## config.mk

```make
export PLATFORM = sky130hd
export DESIGN_NAME = line_mem_arbiter
export DESIGN_NICKNAME = d
export VERILOG_FILES = /design/src/rtl/line_mem_arbiter.sv
export SDC_FILE = /design/constraint.sdc
export NUM_CORES = 1
export LEC_CHECK = 0
export BUFFER_PORTS_ARGS = -buffer_cell sky130_fd_sc_hd__buf_2
export CAP_MARGIN = 20
export CORE_AREA = 2 2 375 377
export CTS_CLUSTER_DIAMETER = 60
export DETAILED_ROUTE_END_ITERATION = 6
export DIE_AREA = 0 0 377 379
export PLACE_DENSITY = 0.41
export REMOVE_ABC_BUFFERS = 1
export SLEW_MARGIN = 25
export SYNTH_ARGS = -nofsm -noshare
export SYNTH_HDL_FRONTEND = slang
export SYNTH_SLANG_ARGS = --single-unit
```

## constraint.sdc

```tcl
create_clock -name CLK -period 3.6 [get_ports CLK]
set_clock_uncertainty 0.2 [all_clocks]
set_input_delay 0.36 -clock CLK [delete_from_list [all_inputs] [get_ports CLK]]
set_output_delay 0.36 -clock CLK [all_outputs]
set_load 0.01 [all_outputs]
```

## src/rtl/line_mem_arbiter.sv

```systemverilog
// -----------------------------------------------------------------------------
// line_mem_arbiter
//
// Shares one 32-bit main-memory port between the instruction cache and the
// data cache. Each cache moves whole 256-bit lines, which go out as 8-beat
// bursts. When the data cache asks for both a dirty-victim writeback and a
// refill, the writeback burst runs first and the refill burst follows
// directly. If both caches are pending in IDLE, the port that was not served
// last wins. After reset, IC counts as served last, so the first tie goes to DC.
//
// Ports
//   CLK, RST_N          clock (rising edge), asynchronous active-low reset
//   ic_read, ic_addr    icache refill request (level) and line address
//   ic_rdata, ic_done   icache refill line buffer, one-cycle completion pulse
//   dc_read, dc_addr    dcache refill request (level) and line address
//   dc_write            dcache victim writeback request (level)
//   dc_wb_addr          victim line address
//   dc_wdata            victim line data, beat n in bits [32n+31:32n]
//   dc_rdata, dc_done   dcache refill line buffer, one-cycle completion pulse
//   mem_req, mem_we     memory beat request and direction (1 = write)
//   mem_addr, mem_wdata memory beat address and write data
//   mem_rdata, mem_ack  memory read data and beat acknowledge
// -----------------------------------------------------------------------------
module line_mem_arbiter #(
  parameter int ADDR_W = 32,
  parameter int BEATS  = 8
) (
  input  logic              CLK,
  input  logic              RST_N,
  // instruction cache
  input  logic              ic_read,
  input  logic [ADDR_W-1:0] ic_addr,
  output logic [255:0]      ic_rdata,
  output logic              ic_done,
  // data cache
  input  logic              dc_read,
  input  logic              dc_write,
  input  logic [ADDR_W-1:0] dc_addr,
  input  logic [ADDR_W-1:0] dc_wb_addr,
  input  logic [255:0]      dc_wdata,
  output logic [255:0]      dc_rdata,
  output logic              dc_done,
  // memory port
  output logic              mem_req,
  output logic              mem_we,
  output logic [ADDR_W-1:0] mem_addr,
  output logic [31:0]       mem_wdata,
  input  logic [31:0]       mem_rdata,
  input  logic              mem_ack
);

  typedef enum logic [1:0] {
    IDLE = 2'd0,
    WB   = 2'd1,
    RF   = 2'd2,
    DONE = 2'd3
  } state_t;

  typedef enum logic {
    GNT_IC = 1'b0,
    GNT_DC = 1'b1
  } gnt_t;

  state_t              state;
  gnt_t                grant;
  gnt_t                last_grant;
  logic [2:0]          beat;
  logic [255:0]        ic_buf;
  logic [255:0]        dc_buf;

  logic                ic_pend;
  logic                dc_pend;
  gnt_t                arb_gnt;
  logic                last_beat;
  logic [ADDR_W-6:0]   line_base;

  // The low five address bits select bytes within a line and play no part in
  // burst addressing; fold them into one sink so the intent stays visible.
  logic                unused_addr_lsbs;
  assign unused_addr_lsbs = ^{ic_addr[4:0], dc_addr[4:0], dc_wb_addr[4:0]};

  assign ic_pend   = ic_read;
  assign dc_pend   = dc_read | dc_write;
  assign last_beat = (beat == 3'(BEATS - 1));

  // Refill line address of whichever port holds the grant.
  assign line_base = (grant == GNT_DC) ? dc_addr[ADDR_W-1:5] : ic_addr[ADDR_W-1:5];

  assign ic_rdata = ic_buf;
  assign dc_rdata = dc_buf;

  // Round-robin pick. Only meaningful in IDLE while something is pending.
  always_comb begin
    // NOTE: every always_comb output gets a default first, so no path through
    // the block leaves a value unassigned and infers a latch.
    arb_gnt = GNT_IC;
    if (ic_pend && dc_pend) begin
      arb_gnt = (last_grant == GNT_IC) ? GNT_DC : GNT_IC;
    end else if (dc_pend) begin
      arb_gnt = GNT_DC;
    end
  end

  // Memory-side beat signals decode directly from the registered state, so
  // they drop to zero the moment reset is asserted.
  always_comb begin
    mem_req   = 1'b0;
    mem_we    = 1'b0;
    mem_addr  = '0;
    mem_wdata = '0;
    case (state)
      WB: begin
        mem_req   = 1'b1;
        mem_we    = 1'b1;
        mem_addr  = {dc_wb_addr[ADDR_W-1:5], beat, 2'b00};
        mem_wdata = dc_wdata[{beat, 5'b0} +: 32];
      end
      RF: begin
        mem_req  = 1'b1;
        mem_addr = {line_base, beat, 2'b00};
      end
      default: ;
    endcase
  end

  always_ff @(posedge CLK or negedge RST_N) begin
    if (!RST_N) begin
      state      <= IDLE;
      grant      <= GNT_IC;
      last_grant <= GNT_IC;
      beat       <= '0;
      ic_done    <= 1'b0;
      dc_done    <= 1'b0;
      // NOTE: the line buffers are reset on purpose: they drive ic_rdata and
      // dc_rdata directly, and those outputs must read zero after reset.
      ic_buf     <= '0;
      dc_buf     <= '0;
    end else begin
      // NOTE: all state here uses non-blocking assignments so every register
      // sees the pre-edge values of the others, whatever the statement order.
      case (state)
        IDLE: begin
          if (ic_pend || dc_pend) begin
            grant <= arb_gnt;
            beat  <= '0;
            state <= (arb_gnt == GNT_DC && dc_write) ? WB : RF;
          end
        end

        WB: begin
          if (mem_ack) begin
            beat <= beat + 3'd1;
            if (last_beat) begin
              if (dc_read) begin
                state <= RF;
              end else begin
                state   <= DONE;
                dc_done <= 1'b1;
              end
            end
          end
        end

        RF: begin
          if (mem_ack) begin
            if (grant == GNT_DC) begin
              dc_buf[{beat, 5'b0} +: 32] <= mem_rdata;
            end else begin
              ic_buf[{beat, 5'b0} +: 32] <= mem_rdata;
            end
            beat <= beat + 3'd1;
            if (last_beat) begin
              state <= DONE;
              if (grant == GNT_DC) begin
                dc_done <= 1'b1;
              end else begin
                ic_done <= 1'b1;
              end
            end
          end
        end

        DONE: begin
          // The done pulse is high for exactly this state's single cycle.
          ic_done    <= 1'b0;
          dc_done    <= 1'b0;
          last_grant <= grant;
          state      <= IDLE;
        end

        default: state <= IDLE;
      endcase
    end
  end

endmodule

```

# ---- Word level (Yosys, flattened, before mapping)
# Cells that the tools add are included.
dict set report classes {
  add_sub_neg 2
  eq_ne 13
  shift 3
  mux 32
  bitwise 2
  reduce_logical 15
}
# operator n
set ops {}
lappend ops {{256-bit bitwise mux} 2}
lappend ops {{32-bit by 10-bit variable shift with 256-bit output, first input constant} 1}
lappend ops {{256-bit by 9-bit indexed part select with 32-bit output} 1}
lappend ops {{32-bit by 10-bit indexed part select with 256-bit output} 1}
lappend ops {{32-bit case mux with 2 select lines} 1}
lappend ops {{32-bit two-way mux} 1}
lappend ops {{27-bit two-way mux} 1}
lappend ops {{2-bit inequality test, second input constant} 8}
lappend ops {{1-bit two-way mux} 15}
lappend ops {{2-bit two-way mux} 6}
lappend ops {{8-bit negation with 10-bit output} 1}
lappend ops {{3-bit AND reduction} 3}
lappend ops {{2-bit case mux with 4 select lines} 1}
lappend ops {{7-bit AND reduction} 1}
lappend ops {{3-bit two-way mux} 2}
lappend ops {{3-bit case mux with 2 select lines} 1}
lappend ops {{5-bit AND reduction} 1}
lappend ops {{2-bit equality test, second input constant} 2}
lappend ops {{4-bit AND reduction} 1}
lappend ops {{2-bit nonzero test} 2}
lappend ops {{3-bit by 1-bit adder with 3-bit output, second input constant} 1}
lappend ops {{3-bit equality test, second input constant} 1}
lappend ops {{1-bit case mux with 3 select lines} 1}
lappend ops {{3-bit nonzero test} 1}
lappend ops {{10 further kinds} 11}
dict set report totals {
  reg_bits 521
  input_bits 390
  out_inout_bits 580
  elab_cells 75
}

# ---- Logic depth before layout (Yosys ltp)
# Gate-level depths: netlist (run 1).
dict set report depth {
  word_depth 7
  mapped_depth 11
  ltp_nobuf 6
}

# ---- Worst setup path after synthesis (run 1)
# Ideal clock, no wire load.
dict set report synth_path {
  path_type {register to register}
  from {register beat[0]}
  to {register dc_buf[195], in the netlist dc_rdata[195]}
  setup_ns 0.125
  t_arrival_ns 3.036
  t_required_ns 3.275
  slack_ns 0.240
  stages_incl_launch_ff 11
  synth_period_minus_slack_ns 3.360
  cell_sequence {dfrtp_1 clkbuf_1 clkinv_1 clkbuf_1 ha_1 ha_1 buf_2 or3b_4 nor3_4 buf_6 mux2_2}
}
dict set report synth_between {
  elab_chain_cells 3
  elab_cells_between_ends 4
  cone_classes {1 x add/sub; 2 x shift; 1 x mux}
}
# element line
set synth_lines {}
lappend synth_lines {{from (decl)} 67} ;# logic [2:0] beat;
lappend synth_lines {{from (signal assigned)} 152} ;# beat <= beat + 3'd1;
lappend synth_lines {{from (signal assigned)} 171} ;# beat <= beat + 3'd1;
lappend synth_lines {{8-bit negation with 10-bit output *} 167} ;# dc_buf[{beat, 5'b0} +: 32] <= mem_rdata;
lappend synth_lines {{32-bit by 10-bit indexed part select with 256-bit output / 32-bit by 10-bit variable shift with 256-bit output (equally long branches)} 167}
lappend synth_lines {{256-bit bitwise mux *} 167}
lappend synth_lines {{to (signal, indexed assignment)} 167}
lappend synth_lines {{to (decl)} 69} ;# logic [255:0] dc_buf;
# Mark *: on every way between the ends. The rest lies on a longest branch, timed or not.
# A chain may end at the register's enable or synchronous reset.

# ---- Worst setup path after layout (run 1)
dict set report layout_path {
  from {register beat[1]}
  to {output mem_wdata[13]}
}
dict set report layout_between {
  elab_chain_cells 2
}
# element line
set layout_lines {}
lappend layout_lines {{256-bit by 9-bit indexed part select with 32-bit output} 116} ;# mem_wdata = dc_wdata[{beat, 5'b0} +: 32];
lappend layout_lines {{32-bit two-way mux} 111} ;# case (state)
lappend layout_lines {{to (decl)} 47} ;# output logic [31:0] mem_wdata,
# Every way passes these cells.

==> flow_metrics.py, run 1 <==
metrics = {
    "run_status": {
        "outcome": "finished clean",
    },
    "clock_network": {
        "cts_tree": "done",
        "cts.clk_slew.worst_paths_ps": 50,
        "clock_path_buffers": 3,
        "htreeDepth": 3,
        "post_cts_buffers": 0,
        "cts_root_buffer": "clkbuf_16",
        "clkSinkCount": 521,
        "cts_made_buffers": 71,
        "worstSkewPairLatency_ps": 630,
    },
    "synthesis": {
        "netlist-cell-type-count": 47,
        "yosysTopAreaCellShare": 0.566,
        "synth_edf_count": 0,
        "async_flop_share": 1.00,
        "synth_xor_xnor_area_share": 0,
        "synth-simple-area-share": 0.0398,
        "synthTopCellsByCount": "521 x dfrtp_1, 464 x mux2_2, 69 x nand2_1",
        "synth_top_area_cell": "dfrtp_1",
        "seq_area_frac_synth": 0.566,
        "synth_top_family_by_area": "multiplexers",
        "yosys.cell_count.top_type": "dfrtp_1",
        "ys_ff_latch": 521,
        "synth-compound-area-share": 0.0230,
        "synthAdderAreaFrac": 0.00544,
        "synth_area_per_cell_um2": 15.2,
        "yosysWarnings": 0,
        "yosys-mux-area-fraction": 0.335,
        "synth-main-ff-cell": "dfrtp_1",
        "synthCells": 1514,
        "syn_area_mm2": 0.0230,
        "synth_area_leaders": "dfrtp_1 57%, mux2_2 23%, mux4_2 6.3%",
    },
    "critical_path": {
        "arrival_ps": 2750,
        "path_buf_inv": 2,
        "cp.required_ps": 3040,
        "critical_path_class": "flip-flop to output port",
        "slowest_delay_ps": 580,
        "startpoint_type": "flip-flop",
        "worst-path-max-fanout": 68,
        "critPathCaptureType": "output port",
        "path_delay_family": "multiplexers",
        "path_cells": "buf_12, mux4_2, nand2_1, a21boi_0, buf_2",
        "crit_slowest_cell": "mux4_2",
    },
    "timing": {
        "fin_crit_sh": 0.919,
        "fmax_ghz": 0.302,
        "slew_violations": 0,
        "max_slew.worst_pin.slew_ps": 824,
        "rsz0062_at_grt": "no",
        "slew_headroom": 0.451,
        "period_needed_ps": 3310,
        "setup_violations": 0,
        "finalHoldViolations": 0,
        "setup_tns_ps": 0,
    },
    "drt": {
        "vias_per_cell": 3.91,
        "drtIter0Drc": 544,
        "drt_first_pass_iters": 4,
        "drc": 0,
        "ant_nets": 0,
        "drt-total-wl_um": 112000,
        "wire_per_inst_um": 25.7,
        "vias": 17100,
    },
    "pwr": {
        "p_sw_frac": 0.360,
        "p_leak_nw": 17.5,
        "p_per_area_mw_per_mm2": 778,
        "seqPwrFrac": 0.337,
        "p_sw_mw": 9.18,
        "p_clk_frac": 0.280,
        "p_comb_frac": 0.383,
        "p_int_mw": 16.3,
        "finalPower_mw": 25.5,
        "peakVddDrop_mv": 0.329,
    },
    "global_route": {
        "grt.total_usage": 0.153,
        "grt_overflow_total": 0,
        "grt_max_degree": 75,
        "grt_pass1_vias": 17800,
        "grt_pass1_wl_um": 150000,
        "antenna_found_initial": 42,
    },
    "place": {
        "placed_cells": 4205,
        "dp_hpwl_um": 83800,
        "globalplace.congestion": 0.821,
        "io_buffer_count": 952,
    },
    "cells_and_area": {
        "fillers": 15000,
        "fin_cells": 4373,
        "drive_gt1_frac": 0.670,
        "multi_input_area_mm2": 0.00936,
        "seq_area_mm2": 0.0130,
        "final_net_count": 2897,
        "areaGrowthSynthToFinish_pct": 42.5,
    },
    "floorplanning": {
        "coreArea_mm2": 0.139,
        "die_height_um": 379,
        "initial_utilization": 0.166,
        "ioPinCount": 970,
        "die_w_um": 377,
        "fp.dieArea_mm2": 0.143,
        "num_rows": 137,
    },
    "run": {
        "drv_cap": 0,
    },
    "hold_path": {
        "hold_class": "primary input to flip-flop",
    },
}
==> flip-flops by register name, indices dropped and copies added (netlist names) <==
register    count
ic_rdata      256
dc_rdata      256
last_grant      1
state           2
beat            3
ic_done         1
dc_done         1
grant           1
==> per-stage QoR <==
stage | area, um2 | utilization | setup slack, ps | hold WS (ps)
2_1_floorplan | 22400 | - | -2570 | -136
5_1_grt | 32800 | 0.236 | 149 | 25.3
3_3_place_gp | 30100 | 0.217 | 434 | 199
6_report | 32800 | 0.236 | 293 | 52.7
3_5_place_dp | 30100 | 0.217 | 436 | 200
4_1_cts | 32800 | 0.236 | 186 | 18.3
==> power groups by stage <==
stage	combinational [mW]	clock (mW)	sequential, mW
floorplan	3.86	0	9.81
global placement	10.0	0	8.63
detailed placement	10.1	0	8.70
CTS	10.1	7.39	8.61
global route	10.6	7.64	8.85
finish	9.77	7.14	8.60
==> worst register-to-register path: cells and delay by family, from the launching register on <==
| family | cells | cell delay (ps) |
|---|---|---|
| simple gates | 2 | 1000 |
| buf+inv | 2 | 980 |
| mux | 1 | 410 |
| flops | 1 | 350 |
==> routing by layer <==
layer | track usage | vias up | routed length, um
met5 | 0 | - | 76
met4 | 0.0782 | 14 | 5890
met3 | 0.0414 | 192 | 7630
met2 | 0.276 | 739 | 58200
met1 | 0.162 | 8674 | 40500
li1 | - | 7472 | -
==> kinds of logic (layout without fill, tap and decap cells) <==
| kind of cell | count (synthesis) | count (layout) |
|---|---|---|
| multiplexers | 612 | 612 |
| flip-flops | 521 | 521 |
| AND/OR/NAND/NOR | 163 | 163 |
| buffers and inverters | 136 | 1169 |
| AO/OA/AOI/OAI | 71 | 71 |
| adder cells (fa/ha/maj) | 10 | 10 |
| other | 1 | 20 |
==> area by class of cell <==
| type | count | area share |
|---|---|---|
| Timing Repair Buffer | 1038 | 0.173 |
| Clock buffer | 91 | 0.0605 |
| Multi-Input combinational cell | 858 | 0.285 |
| Antenna cell | 18 | 0.00137 |
| Sequential cell | 521 | 0.398 |
| Tap cell | 1807 | 0.0689 |
| Clock inverter | 33 | 0.0119 |
| Inverter | 7 | 0.000801 |
==> final timing paths <==
check	end	cells past startpoint	from	slack (ps)
worst min register to register	ic_rdata[194]	1	ic_rdata[194]	280
worst min-delay path	ic_rdata[196]	2	mem_rdata[4]	50
worst max-delay path	mem_wdata[13]	5	beat[1]	290
worst max register to register	dc_rdata[243]	5	beat[0]	530
max in group asynchronous	dc_rdata[7]	4	RST_N	2050
min in group asynchronous	ic_rdata[19]	2	RST_N	90
==> placed cells by master, fill, tap and decap left out, drive strengths merged, types with 3 or more instances in the layout <==
| master | n |
|---|---|
| buf | 1012 |
| mux2 | 540 |
| dfrtp | 521 |
| clkbuf | 91 |
| nand2 | 69 |
| mux4 | 64 |
| a21boi | 32 |
| nor2b | 29 |
| a22oi | 27 |
| dlygate4sd3 | 26 |
| clkinv | 21 |
| diode | 18 |
| and2 | 15 |
| and3 | 13 |
| inv | 12 |
| ha | 10 |
| nor2 | 10 |
| mux2i | 8 |
| nor3 | 6 |
| nor3b | 6 |
| bufinv | 5 |
| nand4 | 3 |
| a21oi | 3 |
==> repair_timing <==
action,CTS,global route
hold endpoints to repair,360,0
resized for setup,0,0
hold buffers,26,0
Power figures use the tool's default switching activity.
==> inputs of run 2 (changes only) <==
--- a/config.mk
+++ b/config.mk
@@ -7,11 +7,11 @@
 export LEC_CHECK = 0
 export BUFFER_PORTS_ARGS = -buffer_cell sky130_fd_sc_hd__buf_2
 export CAP_MARGIN = 20
-export CORE_AREA = 2 2 375 377
+export CORE_AREA = 2 2 382 384
 export CTS_CLUSTER_DIAMETER = 60
 export DETAILED_ROUTE_END_ITERATION = 6
-export DIE_AREA = 0 0 377 379
-export PLACE_DENSITY = 0.41
+export DIE_AREA = 0 0 384 386
+export PLACE_DENSITY = 0.4
 export REMOVE_ABC_BUFFERS = 1
 export SLEW_MARGIN = 25
 export SYNTH_ARGS = -nofsm -noshare
==> run 2 against run 1 <==
Net effect:
- global-route usage shrank 0.064 points
- register-to-register slack lost 130 ps
- highest routed layer unchanged
- critical path type unchanged
- setup slack lost 250 ps
- combinational power is essentially flat
- cell count grew 3.0%
==> flow_metrics.py, run 2 (synthesis results as in run 1) <==
metrics = {
    "timing": {
        "slew_headroom": 0.451,
        "whs_ps": 79.1,
        "period_needed_ps": 3550,
        "slew_violations": 0,
        "rsz0062_at_grt": "no",
        "fin_crit_sh": 0.987,
        "finalHoldViolations": 0,
        "max_slew.worst_pin.slew_ps": 821,
        "setup_violations": 0,
        "fmax_ghz": 0.281,
    },
    "floorplanning": {
        "coreArea_mm2": 0.145,
        "fp.dieArea_mm2": 0.148,
        "die_height_um": 386,
        "num_rows": 140,
        "ioPinCount": 970,
        "initial_utilization": 0.159,
        "die_w_um": 384,
    },
    "critical_path": {
        "critPathCaptureType": "output port",
        "crit_slowest_cell": "a21boi_0",
        "cp.required_ps": 3040,
        "arrival_ps": 2990,
        "critical_path_class": "flip-flop to output port",
        "rr_startpoint": "beat[1]",
        "rrSetupSlack_ps": 400,
        "path_cells": "buf_12, mux4_2, nand2_1, a21boi_0, buf_2",
        "slowest_delay_ps": 650,
        "critPathLaunch": "beat[1]",
        "worst-path-max-fanout": 68,
        "startpoint_type": "flip-flop",
        "endpoint": "mem_wdata[8]",
        "timing.rr.end": "ic_rdata[38]",
        "r2r_cells": 8,
    },
    "drt": {
        "ant_nets": 0,
        "drt-total-wl_um": 116000,
        "drtIter0Drc": 567,
        "vias": 17300,
        "wire_per_inst_um": 25.8,
        "drc": 0,
        "vias_per_cell": 3.84,
        "drt_first_pass_iters": 5,
    },
    "cells_and_area": {
        "final_cell_mix": "951 x buf_2, 518 x dfrtp_1, 464 x mux2_2",
        "post-route-util": 0.229,
        "drive_gt1_frac": 0.672,
        "final_area_mm2": 0.0331,
        "fillers": 15700,
        "seq_area_mm2": 0.0130,
        "multi_input_area_mm2": 0.00938,
        "areaGrowthSynthToFinish_pct": 43.7,
        "final_net_count": 2908,
        "layout_commonest_cell": "buf_2",
    },
    "run": {
        "drv_cap": 0,
    },
    "global_route": {
        "grt_pass1_wl_um": 155000,
        "grt_overflow_total": 0,
        "antenna_found_initial": 43,
        "grt.total_usage": 0.152,
        "grt_max_degree": 88,
        "grt_pass1_vias": 18000,
    },
    "clock_network": {
        "cts_made_buffers": 72,
        "clkSinkCount": 521,
        "clock_path_buffers": 3,
        "cts_tree": "done",
        "htreeDepth": 3,
        "cts_root_buffer": "clkbuf_16",
        "worstSkewPairLatency_ps": 650,
        "post_cts_buffers": 0,
        "cts.clk_slew.worst_paths_ps": 50,
    },
    "pwr": {
        "p_leak_nw": 17.5,
        "p_per_area_mw_per_mm2": 775,
        "peakVddDrop_mv": 0.353,
    },
    "run_status": {
        "outcome": "finished clean",
    },
    "place": {
        "globalplace.congestion": 0.888,
        "io_buffer_count": 952,
        "place_area_mm2": 0.0303,
        "dp_hpwl_um": 86900,
    },
    "hold_path": {
        "hold_class": "primary input to flip-flop",
    },
}
==> run 2: worst max-delay path: cells and delay by family, from the launching register on <==
family / cells / cell delay, ps
compound gates: 1 / 650
flops: 1 / 480
mux: 1 / 480
buf+inv: 2 / 440
simple gates: 1 / 70
==> run 2: final cells by class <==
cell class | count | share of cell area
inverter | 7 | 0.000794
timing repair buffer | 1048 | 0.173
tap | 1917 | 0.0725
sequential | 521 | 0.395
multi-input combinational | 858 | 0.283
clock inverter | 28 | 0.0103
antenna | 25 | 0.00189
clock buffer | 100 | 0.0634
==> run 2: through the flow <==
| stage | worst slack [ps] | cells | total power [mW] | setup TNS (ps) |
|---|---|---|---|---|
| after detailed placement | 282 | 4323 | 18.7 | 0 |
| after CTS | 75.4 | 4479 | 26.2 | 0 |
| after global routing | 39.8 | 4489 | 27.1 | 0 |
| final | 45.6 | 4504 | 25.6 | 0 |
| after global placement | 217 | 4322 | 18.6 | 0 |
| after floorplan | -2570 | 1386 | 13.7 | -1104680 |
==> run 2: timing repair <==
| item | CTS | global route |
|---|---|---|
| endpoints found under the setup margin | 2 | 0 |
| hold buffers | 28 | 0 |
| hold endpoints to repair | 317 | 0 |
| resized for setup | 2 | 0 |
==> run 2: power breakdown <==
part | internal, mW | switching, mW
logic | 4.34 | 5.45
registers | 7.70 | 0.892
clock network | 4.28 | 2.96
total | 16.3 | 9.30
==> run 2: routing by layer <==
layer,vias up,track usage,share of wire
met5,-,0,0.00055
met2,724,0.274,0.51
li1,7500,-,-
met3,208,0.0383,0.062
met4,10,0.0709,0.049
met1,8835,0.167,0.38
==> run 2: how the worst min path moves through the flow <==
stage	start	to	slack, ps	depth (start not counted)
after floorplan	RST_N	beat[0]	-140	0
after global placement	RST_N	dc_rdata[121]	260	1
after detailed placement	RST_N	ic_rdata[57]	260	1
after CTS	mem_rdata[18]	ic_rdata[210]	3	2
after global routing	mem_rdata[18]	ic_rdata[82]	50	2
final	mem_rdata[18]	ic_rdata[210]	80	2
